--- src/rtl/exec_bus_core_pkg.sv ---
// rtl/exec_bus_core_pkg.sv - shared bus codes, carry-select codes and carry-in helper
package exec_bus_core_pkg;

    localparam int DATA_WIDTH_DEF = 16;

    // Main-bus driver/receiver codes; 8..15 are unused and decode to nothing
    typedef enum logic [3:0] {
        BUS_NONE  = 4'd0,
        BUS_A     = 4'd1,
        BUS_B     = 4'd2,
        BUS_CONST = 4'd3,
        BUS_ALU   = 4'd4,
        BUS_MEM   = 4'd5,
        BUS_TL    = 4'd6,
        BUS_TH    = 4'd7
    } main_code_e;

    // Operand bus (LHS/RHS) driver codes
    typedef enum logic [1:0] {
        OP_NONE = 2'd0,
        OP_A    = 2'd1,
        OP_B    = 2'd2,
        OP_RSVD = 2'd3
    } op_code_e;

    // Adder carry-in source
    typedef enum logic [1:0] {
        CS_ZERO  = 2'd0,
        CS_ONE   = 2'd1,
        CS_CARRY = 2'd2,
        CS_RSVD  = 2'd3
    } carry_sel_e;

    // Reserved select behaves like zero so an unused encoding cannot inject a carry
    function automatic logic carry_in_sel(input logic [1:0] cs, input logic carry);
        case (cs)
            CS_ONE:   return 1'b1;
            CS_CARRY: return carry;
            default:  return 1'b0;
        endcase
    endfunction

endpackage

--- src/rtl/exec_bus_core_reset_sync.sv ---
// rtl/exec_bus_core_reset_sync.sv - two-flop reset conditioner, async assert / sync deassert
module exec_bus_core_reset_sync (
    input  logic clk,
    input  logic reset_in_n,
    output logic reset_out_n
);

    logic [1:0] chain;

    // Clear immediately on reset; shift a 1 through so release lands on the 2nd edge
    always_ff @(posedge clk or negedge reset_in_n) begin
        if (!reset_in_n) begin
            chain <= 2'b00;
        end else begin
            chain <= {chain[0], 1'b1};
        end
    end

    assign reset_out_n = chain[1];

endmodule

--- src/rtl/exec_bus_core.sv ---
// rtl/exec_bus_core.sv - reset conditioner, bus-code decode and ALU adder of the execution core
module exec_bus_core
    import exec_bus_core_pkg::*;
#(
    parameter int DATA_WIDTH = DATA_WIDTH_DEF
) (
    input  logic                  clk,
    input  logic                  reset_in_n,
    output logic                  reset_out_n,
    input  logic [3:0]            MainAssert,
    input  logic [3:0]            MainLoad,
    input  logic [1:0]            LhsAssert,
    input  logic [1:0]            RhsAssert,
    output logic                  reg_A_load,
    output logic                  reg_A_assert,
    output logic                  reg_A_LHS,
    output logic                  reg_A_RHS,
    output logic                  reg_B_load,
    output logic                  reg_B_assert,
    output logic                  reg_B_LHS,
    output logic                  reg_B_RHS,
    output logic                  reg_Const_load,
    output logic                  reg_Const_assert,
    output logic                  reg_TL_load,
    output logic                  reg_TL_assert,
    output logic                  reg_TH_load,
    output logic                  reg_TH_assert,
    output logic                  alu_assert,
    output logic                  memBridge_load,
    output logic                  memBridge_direction,
    input  logic                  carryIn,
    input  logic [1:0]            CarrySelect,
    input  logic [DATA_WIDTH-1:0] Lhs,
    input  logic [DATA_WIDTH-1:0] Rhs,
    output logic [DATA_WIDTH-1:0] result,
    output logic                  carryOut,
    output logic [DATA_WIDTH-1:0] mainBusOut
);

    logic              cin;
    logic [DATA_WIDTH:0] sum;

    exec_bus_core_reset_sync u_reset_sync (
        .clk         (clk),
        .reset_in_n  (reset_in_n),
        .reset_out_n (reset_out_n)
    );

    // Decode the three buses independently; everything is held low while in reset
    always_comb begin
        reg_A_load          = 1'b0;
        reg_A_assert        = 1'b0;
        reg_A_LHS           = 1'b0;
        reg_A_RHS           = 1'b0;
        reg_B_load          = 1'b0;
        reg_B_assert        = 1'b0;
        reg_B_LHS           = 1'b0;
        reg_B_RHS           = 1'b0;
        reg_Const_load      = 1'b0;
        reg_Const_assert    = 1'b0;
        reg_TL_load         = 1'b0;
        reg_TL_assert       = 1'b0;
        reg_TH_load         = 1'b0;
        reg_TH_assert       = 1'b0;
        alu_assert          = 1'b0;
        memBridge_load      = 1'b0;
        memBridge_direction = 1'b0;
        if (reset_out_n) begin
            case (MainAssert)
                BUS_A:     reg_A_assert        = 1'b1;
                BUS_B:     reg_B_assert        = 1'b1;
                BUS_CONST: reg_Const_assert    = 1'b1;
                BUS_ALU:   alu_assert          = 1'b1;
                BUS_MEM:   memBridge_direction = 1'b1;
                BUS_TL:    reg_TL_assert       = 1'b1;
                BUS_TH:    reg_TH_assert       = 1'b1;
                default:   ;
            endcase
            case (MainLoad)
                BUS_A:     reg_A_load     = 1'b1;
                BUS_B:     reg_B_load     = 1'b1;
                BUS_CONST: reg_Const_load = 1'b1;
                // Memory cannot be both source and sink of the same bus cycle
                BUS_MEM:   memBridge_load = (MainAssert != BUS_MEM);
                BUS_TL:    reg_TL_load    = 1'b1;
                BUS_TH:    reg_TH_load    = 1'b1;
                default:   ;
            endcase
            case (LhsAssert)
                OP_A:    reg_A_LHS = 1'b1;
                OP_B:    reg_B_LHS = 1'b1;
                default: ;
            endcase
            case (RhsAssert)
                OP_A:    reg_A_RHS = 1'b1;
                OP_B:    reg_B_RHS = 1'b1;
                default: ;
            endcase
        end
    end

    // Adder runs regardless of reset; one extra bit captures the carry out
    always_comb begin
        cin = carry_in_sel(CarrySelect, carryIn);
        sum = {1'b0, Lhs} + {1'b0, Rhs} + {{DATA_WIDTH{1'b0}}, cin};
    end

    assign result     = sum[DATA_WIDTH-1:0];
    assign carryOut   = sum[DATA_WIDTH];
    assign mainBusOut = alu_assert ? result : {DATA_WIDTH{1'b0}};

endmodule

--- config.mk ---
export PLATFORM = sky130hd
export DESIGN_NAME = exec_bus_core
export DESIGN_NICKNAME = d
export VERILOG_FILES = /design/src/rtl/exec_bus_core_pkg.sv /design/src/rtl/exec_bus_core_reset_sync.sv /design/src/rtl/exec_bus_core.sv
export SDC_FILE = /design/constraint.sdc
export NUM_CORES = 1
export LEC_CHECK = 0
export CAP_MARGIN = 30
export CORE_ASPECT_RATIO = 1.4
export CORE_UTILIZATION = 34
export CTS_BUF_LIST = sky130_fd_sc_hd__clkbuf_16
export DETAILED_ROUTE_END_ITERATION = 8
export PLACE_DENSITY = 0.83
export SYNTH_ARGS = -nofsm -noshare
export SYNTH_HDL_FRONTEND = slang
export SYNTH_HIERARCHICAL = 1
export SYNTH_SLANG_ARGS = --single-unit
--- constraint.sdc ---
create_clock -name clk -period 4.9 [get_ports clk]
set_input_delay 0.98 -clock clk [delete_from_list [all_inputs] [get_ports clk]]
set_output_delay 0.98 -clock clk [all_outputs]
set_load 0.01 [all_outputs]
==> impl_metrics.json <==
{
  "antenna_found_initial": 0,
  "ys_ff_latch": 2,
  "die_area_um2": 3910,
  "antennaDiodeCount": 0,
  "grt_pass1_vias": 1559,
  "grt_max_degree": 12,
  "timing.fmax_ghz": 0.215,
  "clockBufferDepth": 2,
  "core_region_area_um2": 3440,
  "grt_overflow": 0,
  "layout_min_cycle_time_ps": 4650,
  "wl_met3_um": 409,
  "vias": 1639,
  "seq_area_um2": 50.0,
  "finalCritPeriodShare": 0.950,
  "crit_type": "input pin to primary output",
  "wl_met2_mm": 2.11,
  "grt_pass1_wl_mm": 6.11,
  "largest_register": "u_reset_sync/chain",
  "gp_congestion": 0.744,
  "avgSynthCellArea_um2": 7.42,
  "final_antenna_net_count": 0,
  "fill_cells": 298,
  "root_buffer": "clkbuf_16",
  "hpwl_mm": 3.32,
  "status": "finished clean",
  "final_layout_size_suffix_gt1_frac": 0.141,
  "arrival_ps": 3670,
  "hp-class": "register to register",
  "netlist_area_um2": 1250,
  "ys_types": 57,
  "wl_met1_mm": 1.40,
  "clk_pin_slew_ps": 30,
  "fp-row-count": 25,
  "tritoncts": "yes",
  "post-place-ws_ps": -546,
  "power.total_mw": 0.402,
  "cts.htree.levels": 1,
  "area_delta_synth_final_pct": 92.3,
  "drc_errors": 0,
  "syn_inst": 168,
  "final_hold_viol_count": 0,
  "ys_seq_area_frac": 0.0402,
  "start_kind": "input pin",
  "synth_edf_count": 0,
  "initial_core_util": 0.362,
  "grtUsageTotal": 0.201,
  "die_w_um": 53.2,
  "peakVddDrop_mv": 0.323,
  "grt_setup_unrepaired": "false",
  "io_pins": 100,
  "fin_ws_ps": 247,
  "async_flop_share": 1.00,
  "p_leak_nw": 1.10,
  "port_buffers": 99,
  "drv_slew": 0,
  "top_layer": "met4",
  "power_density_nw_per_um2": 168,
  "cp.required_ps": 3920,
  "syn-num-nets": 236,
  "fp.dieH_um": 73.6,
  "final-setup-viol-count": 0,
  "insertion_delay_ps": 220,
  "reg_top3": "u_reset_sync/chain x2",
  "crit_fanout": 3,
  "wl_mm": 3.94,
  "endpoint_kind": "primary output",
  "clock_sinks": 2,
  "largest_reg_flops": 2,
  "dr.pass1.iters": 4,
  "viasPerCell": 5.19,
  "multi_input_area_um2": 1160,
  "fin_skew_ps": 1.26,
  "drt_iter0_drc": 22,
  "ys_warn_count": 6,
  "nNetsFinal": 346,
  "maxCapViolations": 0,
  "ys.flop_type": "dfrtp_1",
  "final_util": 0.696,
  "cts_buffers": 3,
  "wl_per_cell_um": 12.5
}
stage by stage:
stage	hold slack [ps]	instance area [um^2]	TNS (ps)	std cells
after floorplan	331	1250	0	168
after global placement	344	2310	-4380	309
after detailed placement	346	2310	-5840	309
after CTS	359	2400	-264	315
after global routing	368	2400	0	316
final	354	2400	0	316
final cells by class:
class	count	area share
Tap cell	40	0.0209
Inverter	11	0.0172
Sequential cell	2	0.0209
Timing Repair Buffer	108	0.426
Multi-Input combinational cell	152	0.484
Clock buffer	3	0.0313
power by group:
part / internal [mW] / switching (mW)
Sequential: 0.0175 / 0.00123
Clock: 0.104 / 0.0199
Combinational: 0.145 / 0.115
path summary, 6_finish.rpt:
kind | start | end | slack [ps] | cells after the start
min in group asynchronous | reset_in_n | u_reset_sync/chain[1]$_DFF_PN0_ | 930 | 1
worst max-delay path | carryIn | mainBusOut[10] | 250 | 13
max in group asynchronous | reset_in_n | u_reset_sync/chain[0]$_DFF_PN0_ | 3850 | 1
worst max register to register | u_reset_sync/chain[0]$_DFF_PN0_ | u_reset_sync/chain[1]$_DFF_PN0_ | 4430 | 0
worst min-delay path | u_reset_sync/chain[0]$_DFF_PN0_ | u_reset_sync/chain[1]$_DFF_PN0_ | 350 | 0
worst min register to register | u_reset_sync/chain[0]$_DFF_PN0_ | u_reset_sync/chain[1]$_DFF_PN0_ | 350 | 0
repair_timing:
action | 4_1_cts | 5_1_grt
setup endpoints to repair | 24 | 13
pin swaps | 5 | 4
resized for setup | 40 | 6
buffers inserted | 3 | 1
hold buffers | 0 | 0
per-layer routing:
layer	global-route usage	vias up
met2	0.418	78
met5	0	-
li1	-	819
met1	0.185	738
met3	0.0559	4
met4	0.0322	0
cell families after synthesis:
family          after synthesis  share of synthesized area
compound gates               45                      0.284
xor+xnor                      8                     0.0562
fa+ha+maj                    19                      0.203
buf+inv                      14                     0.0472
flops                         2                     0.0402
mux                           4                     0.0381
other cells                   1                    0.00301
simple gates                 75                      0.328
Yosys cell counts, types with 3 or more instances:
cell type / instances / share of area
xor2_1: 3 / 0.021
nor3_1: 6 / 0.024
nor2_1: 22 / 0.066
nand2_1: 12 / 0.036
ha_1: 17 / 0.17
a21o_1: 4 / 0.024
nand2b_1: 8 / 0.040
o21a_1: 5 / 0.030
inv_1: 10 / 0.030
o21ai_0: 3 / 0.012
xnor2_1: 5 / 0.035
and2_1: 8 / 0.040
a21oi_1: 9 / 0.036
placed cells by master (no fill, tap or decap), drive strengths merged, types with 4 or more instances in the layout:
cell type	n
and2	10
inv	11
nor2	22
ha	17
buf	14
nand2b	8
xnor2	5
o21ai	5
o21a	5
a21oi	9
nor3	8
clkdlybuf4s50	79
nor2b	4
nand2	12
a21o	4
dlygate4sd2	11
clkbuf	5
worst max-delay path, stage by stage:
cell             delay, ps
clkdlybuf4s50_1        460
a21oi_1                 80
or2_4                  230
fa_2                   370
fa_2                   370
nor2b_4                120
o31a_1                 190
buf_4                  130
o21a_1                 140
buf_4                  120
a21boi_2                60
mux2_4                 300
buf_6                  120
No activity file was read; power rests on OpenSTA's default activity.
